[config.mk]
export PLATFORM = sky130hd
export DESIGN_NAME = display_arbiter
export DESIGN_NICKNAME = d
export VERILOG_FILES = /design/src/rtl/display_arbiter.sv
export SDC_FILE = /design/constraint.sdc
export NUM_CORES = 1
export LEC_CHECK = 0
export CORE_MARGIN = 2
export CORE_UTILIZATION = 45
export CTS_BUF_LIST = sky130_fd_sc_hd__clkbuf_4
export DETAILED_ROUTE_END_ITERATION = 7
export PLACE_DENSITY = 0.81
export SLEW_MARGIN = 25
export SYNTH_ARGS = -nofsm -noshare
export SYNTH_HDL_FRONTEND = slang
export SYNTH_SLANG_ARGS = --single-unit
export TNS_END_PERCENT = 50
[constraint.sdc]
create_clock -name clk -period 3.3 [get_ports clk]
set_input_delay 0.825 -clock clk [delete_from_list [all_inputs] [get_ports clk]]
set_output_delay 0.825 -clock clk [all_outputs]
set_load 0.02 [all_outputs]
[src/rtl/display_arbiter.sv]
// Shares the 4-digit 7-segment driver among three sources (live time, alarm editor,
// alarm flash) with fixed priority, a minimum hold time and per-digit blinking.
module display_arbiter #(
    parameter int TICK_DIV    = 50000,
    parameter int BLINK_TICKS = 250,
    parameter int MIN_HOLD    = 100
) (
    input  logic        clk,
    input  logic        reset,
    input  logic [2:0]  req,
    input  logic [27:0] seg_in0,
    input  logic [27:0] seg_in1,
    input  logic [27:0] seg_in2,
    input  logic [11:0] blink_mask,
    output logic [2:0]  gnt,
    output logic [6:0]  num0,
    output logic [6:0]  num1,
    output logic [6:0]  num2,
    output logic [6:0]  num3,
    output logic        state_o
);

    localparam int TW = (TICK_DIV > 1) ? $clog2(TICK_DIV) : 1;
    localparam int HW = (MIN_HOLD > 0) ? $clog2(MIN_HOLD + 1) : 1;
    localparam int BW = (BLINK_TICKS > 1) ? $clog2(BLINK_TICKS) : 1;
    localparam logic [TW-1:0] TICK_LAST  = TW'(TICK_DIV - 1);
    localparam logic [HW-1:0] HOLD_MAX   = HW'(MIN_HOLD);
    localparam logic [BW-1:0] BLINK_LAST = BW'(BLINK_TICKS - 1);
    localparam logic [6:0]    BLANK      = 7'h7F;

    typedef enum logic {IDLE = 1'b0, OWN = 1'b1} state_t;

    state_t          state_q, state_d;
    logic [2:0]      gnt_q, gnt_d;
    logic [TW-1:0]   tick_cnt_q, tick_cnt_d;
    logic [HW-1:0]   hold_q, hold_d;
    logic [BW-1:0]   blink_cnt_q, blink_cnt_d;
    logic            phase_q, phase_d;
    logic [3:0][6:0] num_q, num_d;
    logic            tick;
    logic            grant_change;
    logic [2:0]      pend_hi;
    logic [27:0]     owner_seg;
    logic [3:0]      owner_mask;

    // FSM state register, grant and display registers
    always_ff @(posedge clk or posedge reset) begin
        if (reset) begin
            state_q <= IDLE;
            gnt_q   <= 3'b000;
            num_q   <= {4{BLANK}};
        end else begin
            state_q <= state_d;
            gnt_q   <= gnt_d;
            num_q   <= num_d;
        end
    end

    // FSM next state: one-hot grants compare numerically because higher index = higher priority
    always_comb begin
        state_d = state_q;
        gnt_d   = gnt_q;
        pend_hi = req[2] ? 3'b100 : req[1] ? 3'b010 : req[0] ? 3'b001 : 3'b000;
        case (state_q)
            IDLE: begin
                if (|req) begin
                    state_d = OWN;
                    gnt_d   = pend_hi;
                end
            end
            OWN: begin
                if ((gnt_q & req) == 3'b000) begin
                    gnt_d   = pend_hi;
                    state_d = (|req) ? OWN : IDLE;
                end else if (hold_q == HOLD_MAX && pend_hi > gnt_q) begin
                    gnt_d = pend_hi;
                end
            end
            default: begin
                state_d = IDLE;
                gnt_d   = 3'b000;
            end
        endcase
    end

    // Outputs: owner digit mux with per-digit blanking during the blanked phase
    always_comb begin
        owner_seg  = 28'd0;
        owner_mask = 4'd0;
        if (gnt_q[2]) begin
            owner_seg  = seg_in2;
            owner_mask = blink_mask[11:8];
        end else if (gnt_q[1]) begin
            owner_seg  = seg_in1;
            owner_mask = blink_mask[7:4];
        end else if (gnt_q[0]) begin
            owner_seg  = seg_in0;
            owner_mask = blink_mask[3:0];
        end
        for (int k = 0; k < 4; k++) begin
            if (state_q == IDLE || (owner_mask[k] && phase_q)) begin
                num_d[k] = BLANK;
            end else begin
                num_d[k] = owner_seg[k*7 +: 7];
            end
        end
        gnt     = gnt_q;
        state_o = state_q;
        num0    = num_q[0];
        num1    = num_q[1];
        num2    = num_q[2];
        num3    = num_q[3];
    end

    // Tick, hold and blink counters; hold and blink restart on every grant change
    assign tick         = (tick_cnt_q == TICK_LAST);
    assign grant_change = (gnt_d != gnt_q);

    always_comb begin
        tick_cnt_d  = tick ? '0 : tick_cnt_q + TW'(1);
        hold_d      = hold_q;
        blink_cnt_d = blink_cnt_q;
        phase_d     = phase_q;
        if (grant_change) begin
            hold_d      = '0;
            blink_cnt_d = '0;
            phase_d     = 1'b0;
        end else if (tick) begin
            if (hold_q != HOLD_MAX) hold_d = hold_q + HW'(1);
            if (blink_cnt_q == BLINK_LAST) begin
                blink_cnt_d = '0;
                phase_d     = ~phase_q;
            end else begin
                blink_cnt_d = blink_cnt_q + BW'(1);
            end
        end
    end

    always_ff @(posedge clk or posedge reset) begin
        if (reset) begin
            tick_cnt_q  <= '0;
            hold_q      <= '0;
            blink_cnt_q <= '0;
            phase_q     <= 1'b0;
        end else begin
            tick_cnt_q  <= tick_cnt_d;
            hold_q      <= hold_d;
            blink_cnt_q <= blink_cnt_d;
            phase_q     <= phase_d;
        end
    end

endmodule
==> out/results.txt, run 1 <==
Num CTS Buffers: 9
clk sink count: 64
DR vias: 3204
HPWL after detailed placement: 7440 um
GR Layer Usage met1: 28.4%
PD cells: 460 nW/um^2
starting density of the core: 46.4%
Fmax: 0.351 GHz
Post-DRT Antenna Nets: 0
period utilization: 86.3%
layout cells sized above 1: 11.3%
Wirelength per Cell: 16.5 um
postcts setup bufs: 0
first-pass GRT wire length: 15600 um
dpl cells: 568
Mapped Area: 3360 um^2
CP endpoint kind: flop
final setup vio count: 0
gr busiest metal: met2
full die area: 8180 um^2
synthesized instance count: 349
Rows: 31
drc violations: 0
Iter 0 DRT Violations: 191
# nets final: 590
Die H: 90.5 um
Mapped Nets: 459
Slew @ Worst Pin: 0.850 ns
sequential area share after synthesis: 48.7%
Core ar.: 7250 um^2
initial antenna violation count: 0
Chip Width: 90.5 um
antenna diode count: 0
post-CTS sizing: 0
GRT Resource Usage Total: 24.1%
critical path class: input port to flop
met2 usage: 41.0%
met3 usage: 8.93%
warning count from the yosys run: 0
Congestion Overflow GR: 0
RSZ-0062 raised after global routing: no
number of global-route vias before repair: 3144
IO buf count: 132
Slew Viols, Final: 0
Worst Skew: 0.0114 ns
CP arrival: 3.15 ns
area grow syn2layout: 45.6%
worst hold path type: flop to flop
maximum VDD drop: 0.255 mV
Primary FF master, synth: dfrtp_1
Skew-Pair Late Insertion Delay: 0.39 ns
Crit Path Max Fanout: 16
Critical Path Source Type: input port
vias per inst: 5.49
clock root cell: clkbuf_4
cell taking the most area after synthesis: dfrtp_1
Layout Cells excl Fill: 584
Rel. slew slack: 43.1%
final wirelength: 9650 um
setup TNS: 0 ns
Post-synth EDFFs: 0
Pre-antenna DRT Iters: 4
Syn Area/Cell: 9.64 um^2
TritonCTS clock tree: yes
final core utilization: 67.5%
Tmin final: 2.85 ns
flops & latches, synth: 64
CP required: 3.60 ns
Clk pin slew, worst setup/hold paths: 0.10 ns
final hold violation count: 0
Max clock buf depth: 2
total of max-cap violations: 0
Final GP Congestion: 0.913
ranking of synthesized cells by area: dfrtp_1 (27%), dfstp_2 (22%), a22oi_1 (7.4%)
Synth cell types: 44
Post-CTS Hold Buffers: 0
leakage: 1.91 nW
ys async rst share: 100%
status: finished, final reports clean
io pins: 133
top cell type's share of synthesized area: 26.8%
largest net degree at the start of global routing: 68
htree depth: 3
## through the flow
stage	hold WS, ns	worst slack, ns	total power [mW]	instance area, um^2
after floorplan	0.445	0.512	1.43	3360
after global placement	0.467	0.220	1.84	4800
after detailed placement	0.481	0.0850	1.85	4800
after CTS	0.495	0.517	2.27	4900
after global routing	0.528	0.301	2.38	4900
final	0.491	0.453	2.25	4900
## cells in the final DEF (no fill, tap or decap), types with 5 or more instances in the layout
master	synthesis	layout
nor3_1	5	5
o21ai_0	10	10
xnor2_1	8	8
clkdlybuf4s50_1	0	132
a21oi_1	16	16
and3_1	7	7
buf_4	1	7
dfrtp_1	36	35
o211ai_1	30	30
clkinv_1	0	5
nand3_1	14	14
nand2_1	46	46
inv_1	9	8
a22oi_1	33	33
nor2_1	27	27
dfstp_2	28	28
xor2_1	11	11
ha_1	9	9
clkbuf_4	0	10
## kinds of logic after synthesis
| group | Yosys count | share of synthesized area (%) |
|---|---|---|
| XOR/XNOR | 19 | 4.95 |
| AO/OA/AOI/OAI | 100 | 20.5 |
| flip-flops | 64 | 48.7 |
| buffers and inverters | 29 | 3.65 |
| AND/OR/NAND/NOR | 127 | 18.6 |
| adder cells (fa/ha/maj) | 9 | 3.35 |
| multiplexers | 1 | 0.298 |
## worst paths after layout
kind                                          start                          to  slack (ns)  cells after the start
hold / removal             tick_cnt_q[15]$_DFF_PP0_    tick_cnt_q[15]$_DFF_PP0_        0.49                      1
hold reg to reg            tick_cnt_q[15]$_DFF_PP0_    tick_cnt_q[15]$_DFF_PP0_        0.49                      1
setup reg to reg                   gnt[1]$_DFF_PP0_  blink_cnt_q[5]$_DFFE_PP0P_        0.70                      8
max in group asynchronous                     reset           num0[5]$_DFF_PP1_        1.88                      3
setup / recovery                             req[1]  blink_cnt_q[5]$_DFFE_PP0P_        0.45                      9
min in group asynchronous                     reset     tick_cnt_q[2]$_DFF_PP0_        0.80                      2
## registers in the layout, indices dropped and copies added (netlist names)
name	count
blink_cnt_q	8
gnt	3
hold_q	7
num0	7
num1	7
num2	7
num3	7
phase_q	1
state_o	1
tick_cnt_q	16
## critical path, stage by stage
cell,delay (ns)
clkdlybuf4s50_1,0.62
nor2b_1,0.20
ha_1,0.25
nor2b_1,0.13
o21a_1,0.16
o211ai_1,0.36
a21oi_1,0.16
buf_4,0.23
a211oi_1,0.20
## routing by layer
| layer | wire length [um] | part of all wire (%) |
|---|---|---|
| met4 | 130 | 1.3 |
| met1 | 3660 | 38 |
| met2 | 4930 | 51 |
| met5 | 0 | 0 |
| met3 | 923 | 9.6 |
## power breakdown
group | switching, mW | internal [mW] | total (mW)
clock network | 0.261 | 0.151 | 0.412
registers | 0.0509 | 0.947 | 0.998
logic | 0.440 | 0.401 | 0.840
## layout make-up
| cell class | instances | area, um^2 |
|---|---|---|
| Sequential cell | 64 | 1640 |
| Inverter | 9 | 33.8 |
| Fill cell | 573 | 2360 |
| Clock buffer | 10 | 75.1 |
| Tap cell | 99 | 124 |
| Clock inverter | 6 | 26.3 |
| Timing Repair Buffer | 140 | 1390 |
| Multi-Input combinational cell | 256 | 1610 |
## cells in the mapped netlist, types with 2 or more instances
| cell | instances |
|---|---|
| nor2_1 | 27 |
| a211oi_1 | 2 |
| a21oi_1 | 16 |
| buf_2 | 2 |
| ha_1 | 9 |
| o21ai_0 | 10 |
| and3_1 | 7 |
| o211ai_1 | 30 |
| nor3_1 | 5 |
| nand4_1 | 4 |
| or4_1 | 3 |
| nand4b_1 | 3 |
| or3_1 | 2 |
| and2_1 | 2 |
| and4_1 | 2 |
| nand3_1 | 14 |
| xor2_1 | 11 |
| a221oi_1 | 2 |
| nor2b_1 | 4 |
| dfstp_2 | 28 |
| a22oi_1 | 33 |
| nand2_1 | 46 |
| clkbuf_1 | 16 |
| dfrtp_1 | 36 |
| inv_1 | 9 |
| xnor2_1 | 8 |
No activity file was read; power rests on OpenSTA's default activity.
==> inputs of run 2 (changes only) <==
Settings changed: CTS_CLUSTER_SIZE from default to 30, SLEW_MARGIN 25 to 15.
Clock period 3.3 ns to 3.05 ns, I/O delays scaled along.
==> out/results.txt, run 2 (synthesis results as in run 1) <==
Fmax: 0.379 GHz
final setup vio count: 0 (unchanged)
Post-CTS Hold Buffers: 0 (unchanged)
slowest stage cell, crit path: clkdlybuf4s50_1 (unchanged)
Num CTS Buffers: 9 (unchanged)
first-pass GRT wire length: 15400 um (was 15600 um)
fillers: 581 (was 573)
CP arrival: 2.94 ns (was 3.15 ns)
worst r2r path cells: 4 (was 8)
Rel. slew slack: 42.5% (was 43.1%)
Rows: 31 (unchanged)
Slew @ Worst Pin: 0.859 ns (was 0.850 ns)
Pre-antenna DRT Iters: 4 (unchanged)
leakage: 1.95 nW (was 1.91 nW)
setup TNS: 0 ns (unchanged)
R2R Path End: blink_cnt_q[1]$_DFFE_PP0P_ (was blink_cnt_q[5]$_DFFE_PP0P_)
commonest non-fill, non-tap cell in the layout: clkdlybuf4s50_1 (unchanged)
Worst Hold Endpoint: tick_cnt_q[15]$_DFF_PP0_ (unchanged)
most frequent cells in the layout: clkdlybuf4s50_1 (132), nand2_1 (46), dfrtp_1 (35), a22oi_1 (33), o211ai_1 (30) (unchanged)
maximum VDD drop: 0.241 mV (was 0.255 mV)
initial antenna violation count: 0 (unchanged)
CP endpoint kind: flop (unchanged)
number of global-route vias before repair: 3143 (was 3144)
R2R setup slack: 0.57 ns (was 0.70 ns)
Tmin final: 2.64 ns
worst hold path depth: 1 (unchanged)
CP max stage delay: 0.50 ns (was 0.62 ns)
Skew-Pair Late Insertion Delay: 0.40 ns (was 0.39 ns)
final wirelength: 9600 um (was 9650 um)
IO buf count: 132 (unchanged)
Top reg by flops: tick_cnt_q (unchanged)
cell breakdown of the critical path: clkdlybuf4s50_1 -> buf_4 -> nor2b_1 -> ha_1 -> nor2b_1 -> o21a_1 -> o211ai_1 -> a21oi_1 -> buf_4 -> a211oi_1 (was clkdlybuf4s50_1 -> nor2b_1 -> ha_1 -> nor2b_1 -> o21a_1 -> o211ai_1 -> a21oi_1 -> buf_4 -> a211oi_1)
starting density of the core: 46.4% (unchanged)
Congestion Overflow GR: 0 (unchanged)
RSZ-0062 raised after global routing: no (unchanged)
Slew Viols, Final: 0 (unchanged)
Critical Path Source Type: input port (unchanged)
Max clock buf depth: 2 (unchanged)
Wirelength per Cell: 16.3 um (was 16.5 um)
dpl cells: 572 (was 568)
total of max-cap violations: 0 (unchanged)
critical path class: input port to flop (unchanged)
Final GP Congestion: 0.891 (was 0.913)
Clk pin slew, worst setup/hold paths: 0.10 ns (about the same)
postcts setup bufs: 0 (unchanged)
delay-heaviest family, CP: buffers and inverters (was compound AO/OA/AOI/OAI gates)
htree depth: 3 (unchanged)
final hold violation count: 0 (unchanged)
placed inst area: 4810 um^2 (was 4800 um^2)
drc violations: 0 (unchanged)
PD cells: 511 nW/um^2 (was 460 nW/um^2)
DR vias: 3210 (was 3204)
Iter 0 DRT Violations: 161 (was 191)
r2r startpoint: tick_cnt_q[11]$_DFF_PP0_ (was gnt[1]$_DFF_PP0_)
layout cells sized above 1: 12.9% (was 11.3%)
GRT Resource Usage Total: 23.9% (was 24.1%)
Post-DRT Antenna Nets: 0 (unchanged)
Chip Width: 90.5 um (unchanged)
io pins: 133 (unchanged)
Regs by FF count: tick_cnt_q: 16 flops, blink_cnt_q: 8 flops (unchanged)
Buffers & Inverters on Critical Path: 3 (was 2)
number of flip-flops under the largest register name: 16 (unchanged)
CP required: 3.35 ns (was 3.60 ns)
full die area: 8180 um^2 (unchanged)
TritonCTS clock tree: yes (unchanged)
worst hold path type: flop to flop (unchanged)
status: finished, final reports clean (unchanged)
clk sink count: 64 (unchanged)
Worst Skew: 0.0101 ns (was 0.0114 ns)
area grow syn2layout: 47.0% (was 45.6%)
Crit Path Max Fanout: 16 (unchanged)
Hold Crit Start: tick_cnt_q[15]$_DFF_PP0_ (unchanged)
Die H: 90.5 um (unchanged)
largest net degree at the start of global routing: 42 (was 68)
# nets final: 594 (was 590)
period utilization: 86.6%
final instance area: 4940 um^2 (was 4900 um^2)
HPWL after detailed placement: 7370 um (was 7440 um)
Tot Pwr: 2.53 mW (was 2.25 mW)
post-CTS sizing: 0 (unchanged)
vias per inst: 5.46 (was 5.49)
clock root cell: clkbuf_4 (unchanged)
antenna diode count: 0 (unchanged)
Layout Cells excl Fill: 588 (was 584)
Core ar.: 7250 um^2 (unchanged)
-- run 2: cell types whose count changed in the layout (fill, tap and decap cells not counted), sizes merged --
cell,delta
buf,+4
clkinvlp,-1
clkinv,+1
clkbuf,-1
bufinv,+1
-- run 2: worst max path at each step --
| stage | from | slack [ns] | depth (start not counted) | to |
|---|---|---|---|---|
| 6_report | req[2] | 0.41 | 10 | blink_cnt_q[4]$_DFFE_PP0P_ |
| 5_1_grt | req[2] | 0.25 | 10 | blink_cnt_q[5]$_DFFE_PP0P_ |
| 4_1_cts | req[2] | 0.43 | 10 | blink_cnt_q[4]$_DFFE_PP0P_ |
| 3_5_place_dp | req[2] | 0.01 | 10 | blink_cnt_q[4]$_DFFE_PP0P_ |
| 3_3_place_gp | req[0] | 0.16 | 8 | gnt[0]$_DFF_PP0_ |
| 2_1_floorplan | req[1] | 0.32 | 9 | blink_cnt_q[0]$_DFFE_PP0P_ |
-- run 2: worst reg2reg max path: cells and delay by family, from the launching register on --
family | cells | cell delay, ns
and+or+nand+nor | 3 | 1.82
DFF | 1 | 0.45
AOI/OAI and AO/OA | 1 | 0.14
-- run 2: per-stage QoR --
step	utilization [%]	hold slack, ns	worst slack [ns]
2_1_floorplan	-	0.445	0.324
3_3_place_gp	66.4	0.468	0.157
3_5_place_dp	66.4	0.475	0.0112
4_1_cts	68.2	0.489	0.431
5_1_grt	68.2	0.506	0.253
6_report	68.2	0.488	0.409
-- run 2: layout make-up --
type	count	area, um^2	area share [%]
multi-input cells	256	1610	32.5
flip-flops and latches	64	1640	33.1
clock buffers	9	67.6	1.37
well taps	99	124	2.51
inverters	9	33.8	0.683
clock inverters	7	62.6	1.27
repair buffers	144	1410	28.5
-- run 2: routing by layer --
layer / wire length (um) / vias up / global-route usage, %
met5: 0 / - / 0
met4: 190 / 0 / 8.46
met3: 860 / 15 / 8.68
met2: 4710 / 115 / 39.5
met1: 3840 / 1533 / 28.8
li1: - / 1547 / -
-- run 2: power by group --
part	total [mW]	switching, mW	internal (mW)	leakage [nW]
Clock	0.541	0.298	0.243	0.0769
Sequential	1.10	0.0709	1.02	0.773
Combinational	0.891	0.458	0.433	1.10
Total	2.53	0.827	1.70	1.95
==> RTL edit 1 (settings of run 1) <==
The parameter `TICK_DIV` goes from 50000 to 200000.
--- a/src/rtl/display_arbiter.sv
+++ b/src/rtl/display_arbiter.sv
@@ -1,7 +1,7 @@
 // Shares the 4-digit 7-segment driver among three sources (live time, alarm editor,
 // alarm flash) with fixed priority, a minimum hold time and per-digit blinking.
 module display_arbiter #(
-    parameter int TICK_DIV    = 50000,
+    parameter int TICK_DIV    = 200000,
     parameter int BLINK_TICKS = 250,
     parameter int MIN_HOLD    = 100
 ) (
Formal check against the unedited RTL: same outputs for any inputs over 10 cycles, from zero or initial values and one cycle with reset high; that may be too few to reach the edited logic, so the function may still have changed.
==> RTL edit 1 against run 1 <==
Final area rose by 5.3%. Highest routed layer unchanged. Largest cell class is now multi-input combinational cells. Combinational power fell by 2%. Global-route usage fell by 0.098 points. Critical path type unchanged. Sequential cell count rose by 2. Core utilization fell by 0.76 points. Worst setup slack improved by 0.032 ns. Non-clock buffer count fell by 2. Synthesized area rose by 6.4%. Routed wire length rose by 2.8%. Largest power group unchanged. Power rose by 9.6%.
==> RTL edit 1: results (changes against run 1) <==
stage,metric,value,unit,change
timing,clock_skew,0.01335,ns,+0.001965 ns
timing,whs,0.4913,ns,-0.00009600 ns
final_layout,multi_input_gates,270,,+5.5%
clocking,insertion_delay,0.41,ns,+0.02 ns
routing,met2_length,4870,um,-1.2%
worst_hold_path,hold_path.class,reg -> reg,,
final_layout,reg_top3,"tick_cnt_q: 18 flops, blink_cnt_q: 8 flops",,
final_layout,n_all_buffers,138,,-1.4%
final_layout,fin_cells,601,,+2.9%
routing,dr_wl_met3,952,um,+3.1%
synth,synthesis.nets,475,,+3.5%
placed_design,post-place-ws,0.05948,ns,-0.02551 ns
global_route,grt_pass1_wl,16150,um,+3.5%
worst_hold_path,min_to,tick_cnt_q[4]$_DFF_PP0_,,
final_layout,multi_input_area,1774,um^2,+10%
critical_path,worstPathMaxFanout,16,,unchanged
final_layout,seq_area,1688,um^2,+3.1%
final_layout,multi_input_area_share,0.3439,,+0.01587
floorplanning,die_w,93.16,um,+3.0%
final_layout,antenna_cells,0,,unchanged
synth,synth_common_cells,"46 x nand2_1, 38 x dfrtp_1, 32 x a22oi_1, 29 x o211ai_1, 28 x dfstp_2",,
global_route,grt_pass1_vias,3364,,+7.0%
global_route,met3_usage,0.09428,,+0.004963
synth,synth_area_leaders,"dfrtp_1 27%, dfstp_2 21%, a22oi_1 6.7%",,
power,p_leak,1.934,nW,+1.3%
worst_hold_path,hp-start,tick_cnt_q[4]$_DFF_PP0_,,
routing,drt_iter0_drc,150,,-21%
run_status,status,finished clean,,
routing,wl_met1,3734,um,+1.9%
global_route,track_usage,0.2397,,-0.0009791
critical_path,r2r.worst_path.cells,7,,-1
clocking,cts_sinks,66,,+3.1%
global_route,grtUsageMet1,0.2727,,-0.01140
routing,wl_per_cell,16.50,um,about the same
placed_design,gp_congestion,0.8719,,-4.5%
placed_design,place_area,5002,um^2,+4.3%
synth,ys_seq_area_frac,0.4715,,-0.01511
critical_path,crit_end,blink_cnt_q[4]$_DFFE_PP0P_,,
critical_path,r2r_slack,0.75,ns,+0.05 ns
placed_design,dp.cells,585,,+3.0%
final_layout,buf_share,0.2673,,-0.01734
critical_path,critical_path_arrival,3.08,ns,-0.07 ns
timing,fin_crit_sh,0.8529,,-0.009793
routing,dr.pass1.iters,5,,+1
placed_design,hpwl,7638,um,+2.6%
global_route,grtUsageMet2,0.3943,,-0.01545
power,peakVddDrop,0.0002446,V,-4.2%
final_layout,fill_cells,619,,+8.0%
synth,synth_cells,365,,+4.6%
final_layout,drive_gt1_frac,0.1343,,+0.02087
synth,ys_types,48,,+9.1%
routing,vias_per_cell,5.564,,+1.4%
critical_path,r2r-start,hold_q[0]$_DFFE_PP0P_,,
placed_design,port_buffers,132,,unchanged
final_layout,final-clk-cell-share,0.03032,,+0.009623
timing,maxSlewHeadroom,0.4459,,+0.01516
clocking,clockRootBuffer,clkbuf_4,,
global_route,grt_max_degree,47,,-31%
==> RTL edit 1: cell types whose count changed after synthesis, sizes merged, moves of 3 or more <==
cell    change
xor2        -5
xnor2       +6
nor3        +5
and3        -5
a21boi      +4
nor4        +5
a21oi       -5
o21ai       +5
nor2        -3
==> RTL edit 1: critical path, cell delays in order <==
cell,delay [ns]
clkdlybuf4s50_1,0.55
nor2b_1,0.20
ha_1,0.29
nor2b_1,0.13
o21a_1,0.11
o211ai_1,0.11
a22oi_2,0.73
nor3_1,0.14
==> RTL edit 1: where the power goes <==
part / internal [mW] / total, mW / switching (mW)
logic: 0.399 / 0.827 / 0.428
registers: 0.971 / 1.04 / 0.0676
clock network: 0.311 / 0.601 / 0.290
==> RTL edit 1: logic make-up after synthesis <==
| logic type | synth area share |
|---|---|
| and+or+nand+nor | 0.2158 |
| buffers and inverters | 0.03323 |
| adders and majority gates | 0.03148 |
| DFF | 0.4715 |
| xor gates and xnor gates | 0.04897 |
| AOI/OAI and AO/OA | 0.1962 |
| muxes | 0.002798 |
==> RTL edit 2 (flow settings as in run 1) <==
Without the edit above. Make the reset (`reset`) synchronous in 2 clocked blocks.
--- a/src/rtl/display_arbiter.sv
+++ b/src/rtl/display_arbiter.sv
@@ -44,7 +44,7 @@
     logic [3:0]      owner_mask;
 
     // FSM state register, grant and display registers
-    always_ff @(posedge clk or posedge reset) begin
+    always_ff @(posedge clk) begin
         if (reset) begin
             state_q <= IDLE;
             gnt_q   <= 3'b000;
@@ -136,7 +136,7 @@
         end
     end
 
-    always_ff @(posedge clk or posedge reset) begin
+    always_ff @(posedge clk) begin
         if (reset) begin
             tick_cnt_q  <= '0;
             hold_q      <= '0;
Formal check against the unedited RTL: differs if reset is asserted again (counterexample within 4 cycles, from zero or initial values and one cycle with reset high); with reset held inactive, the same outputs for 10 cycles.
==> RTL edit 2 against run 1 <==
Synthesized area shrank 6.9%. First-iteration DRC count fell by 31%. Critical path depth fell by 7. Final area down 4.4%. Non-clock buffer count rose by 2. Sequential cell count did not move. Core utilization increased by 1.8 points. Routed wire length shrank 7.6%. Worst setup slack better by 0.11 ns. Via count is 2.2% higher. Maximum frequency up 3.9%.
Power is not compared: it rests on default switching activity, and its combinational part moved more than twofold at a synthesized area within 25%.
==> RTL edit 2: results (changes against run 1) <==
stage,metric,value,unit,change
synth,synthesis.nets,481,,+4.8%
final_layout,sh_seq_area,0.2739,,-0.06052
timing,fin_crit_sh,0.8300,,-0.03273
critical_path,critical_path.top_delay_family,buffers and inverters,,
global_route,grt_max_degree,54,,-21%
placed_design,hpwl,6912,um,-7.1%
final_layout,final-clk-cell-share,0.03046,,+0.009770
placed_design,post-place-ws,0.2880,ns,+0.2030 ns
final_layout,clkbuf_count,9,,-1
placed_design,gp_congestion,0.9257,,+1.4%
routing,num_vias,3276,,+2.2%
final_layout,multi_input_area,1723,um^2,+7.2%
run_status,status,finished clean,,
critical_path,cp_slowest_stage_delay,0.68,ns,+0.06 ns
routing,drt_iter0_drc,131,,-31%
critical_path,worstPathMaxFanout,34,,+18
final_layout,n_all_buffers,142,,+1.4%
final_layout,drive_gt1_frac,0.06114,,-0.05226
final_layout,fin_cells,587,,+0.51%
final_layout,inverters_excl_clock,10,,+1
worst_hold_path,min_to,tick_cnt_q[0]$_SDFF_PP0_,,
timing,maxSlewHeadroom,0.5222,,+0.09148
global_route,track_usage,0.2396,,-0.001048
critical_path,r2r_end,tick_cnt_q[8]$_SDFF_PP0_,,
power,power,1.717,mW,
critical_path,r2r-start,tick_cnt_q[15]$_SDFF_PP0_,,
synth,synth_common_cells,"64 x dfxtp_1, 50 x nand2_1, 33 x nor2_1, 32 x a22oi_1, 29 x o211ai_1",,
timing,whs,0.4706,ns,-0.02079 ns
critical_path,crit_end,gnt[1],,
global_route,grt_pass1_wl,14280,um,-8.5%
synth,synth_area_leaders,"dfxtp_1 41%, a22oi_1 7.7%, o211ai_1 7.0%",,
synth,ys_seq_area_frac,0.4093,,-0.07733
routing,wl,8913,um,-7.6%
placed_design,place_area,4539,um^2,-5.3%
floorplanning,die_area,7640,um^2,-6.6%
final_layout,multi_input_gates,276,,+7.8%
placed_design,dp.cells,572,,+0.70%
final_layout,final_nets,613,,+3.9%
critical_path,crit_start,gnt[1]$_SDFF_PP0_,,
synth,synthFlopType,dfxtp_1,,
critical_path,critical_path_arrival,1.91,ns,-1.24 ns
==> RTL edit 2: cell count changes after synthesis, moves of 4 or more <==
cell     delta
nor2_1      +6
nand3_1     -4
and3_1      -4
dfxtp_1    +64
nand2_1     +4
dfrtp_1    -36
dfstp_2    -28
==> RTL edit 2: kinds of logic after synthesis <==
| group | after synthesis | share of synthesized area |
|---|---|---|
| xor gates and xnor gates | 21 | 0.05875 |
| muxes | 1 | 0.003198 |
| buffers and inverters | 31 | 0.04117 |
| DFF | 64 | 0.4093 |
| adders and majority gates | 9 | 0.03597 |
| and+or+nand+nor | 144 | 0.2274 |
| AOI/OAI and AO/OA | 101 | 0.2242 |
==> RTL edit 2: routing by layer <==
| layer | vias up | routed length, um | track usage |
|---|---|---|---|
| li1 | 1607 | - | - |
| met1 | 1551 | 3566 | 0.2883 |
| met2 | 103 | 4510 | 0.3891 |
| met3 | 15 | 695 | 0.09573 |
| met4 | 0 | 142 | 0.07972 |
| met5 | - | 0 | 0 |
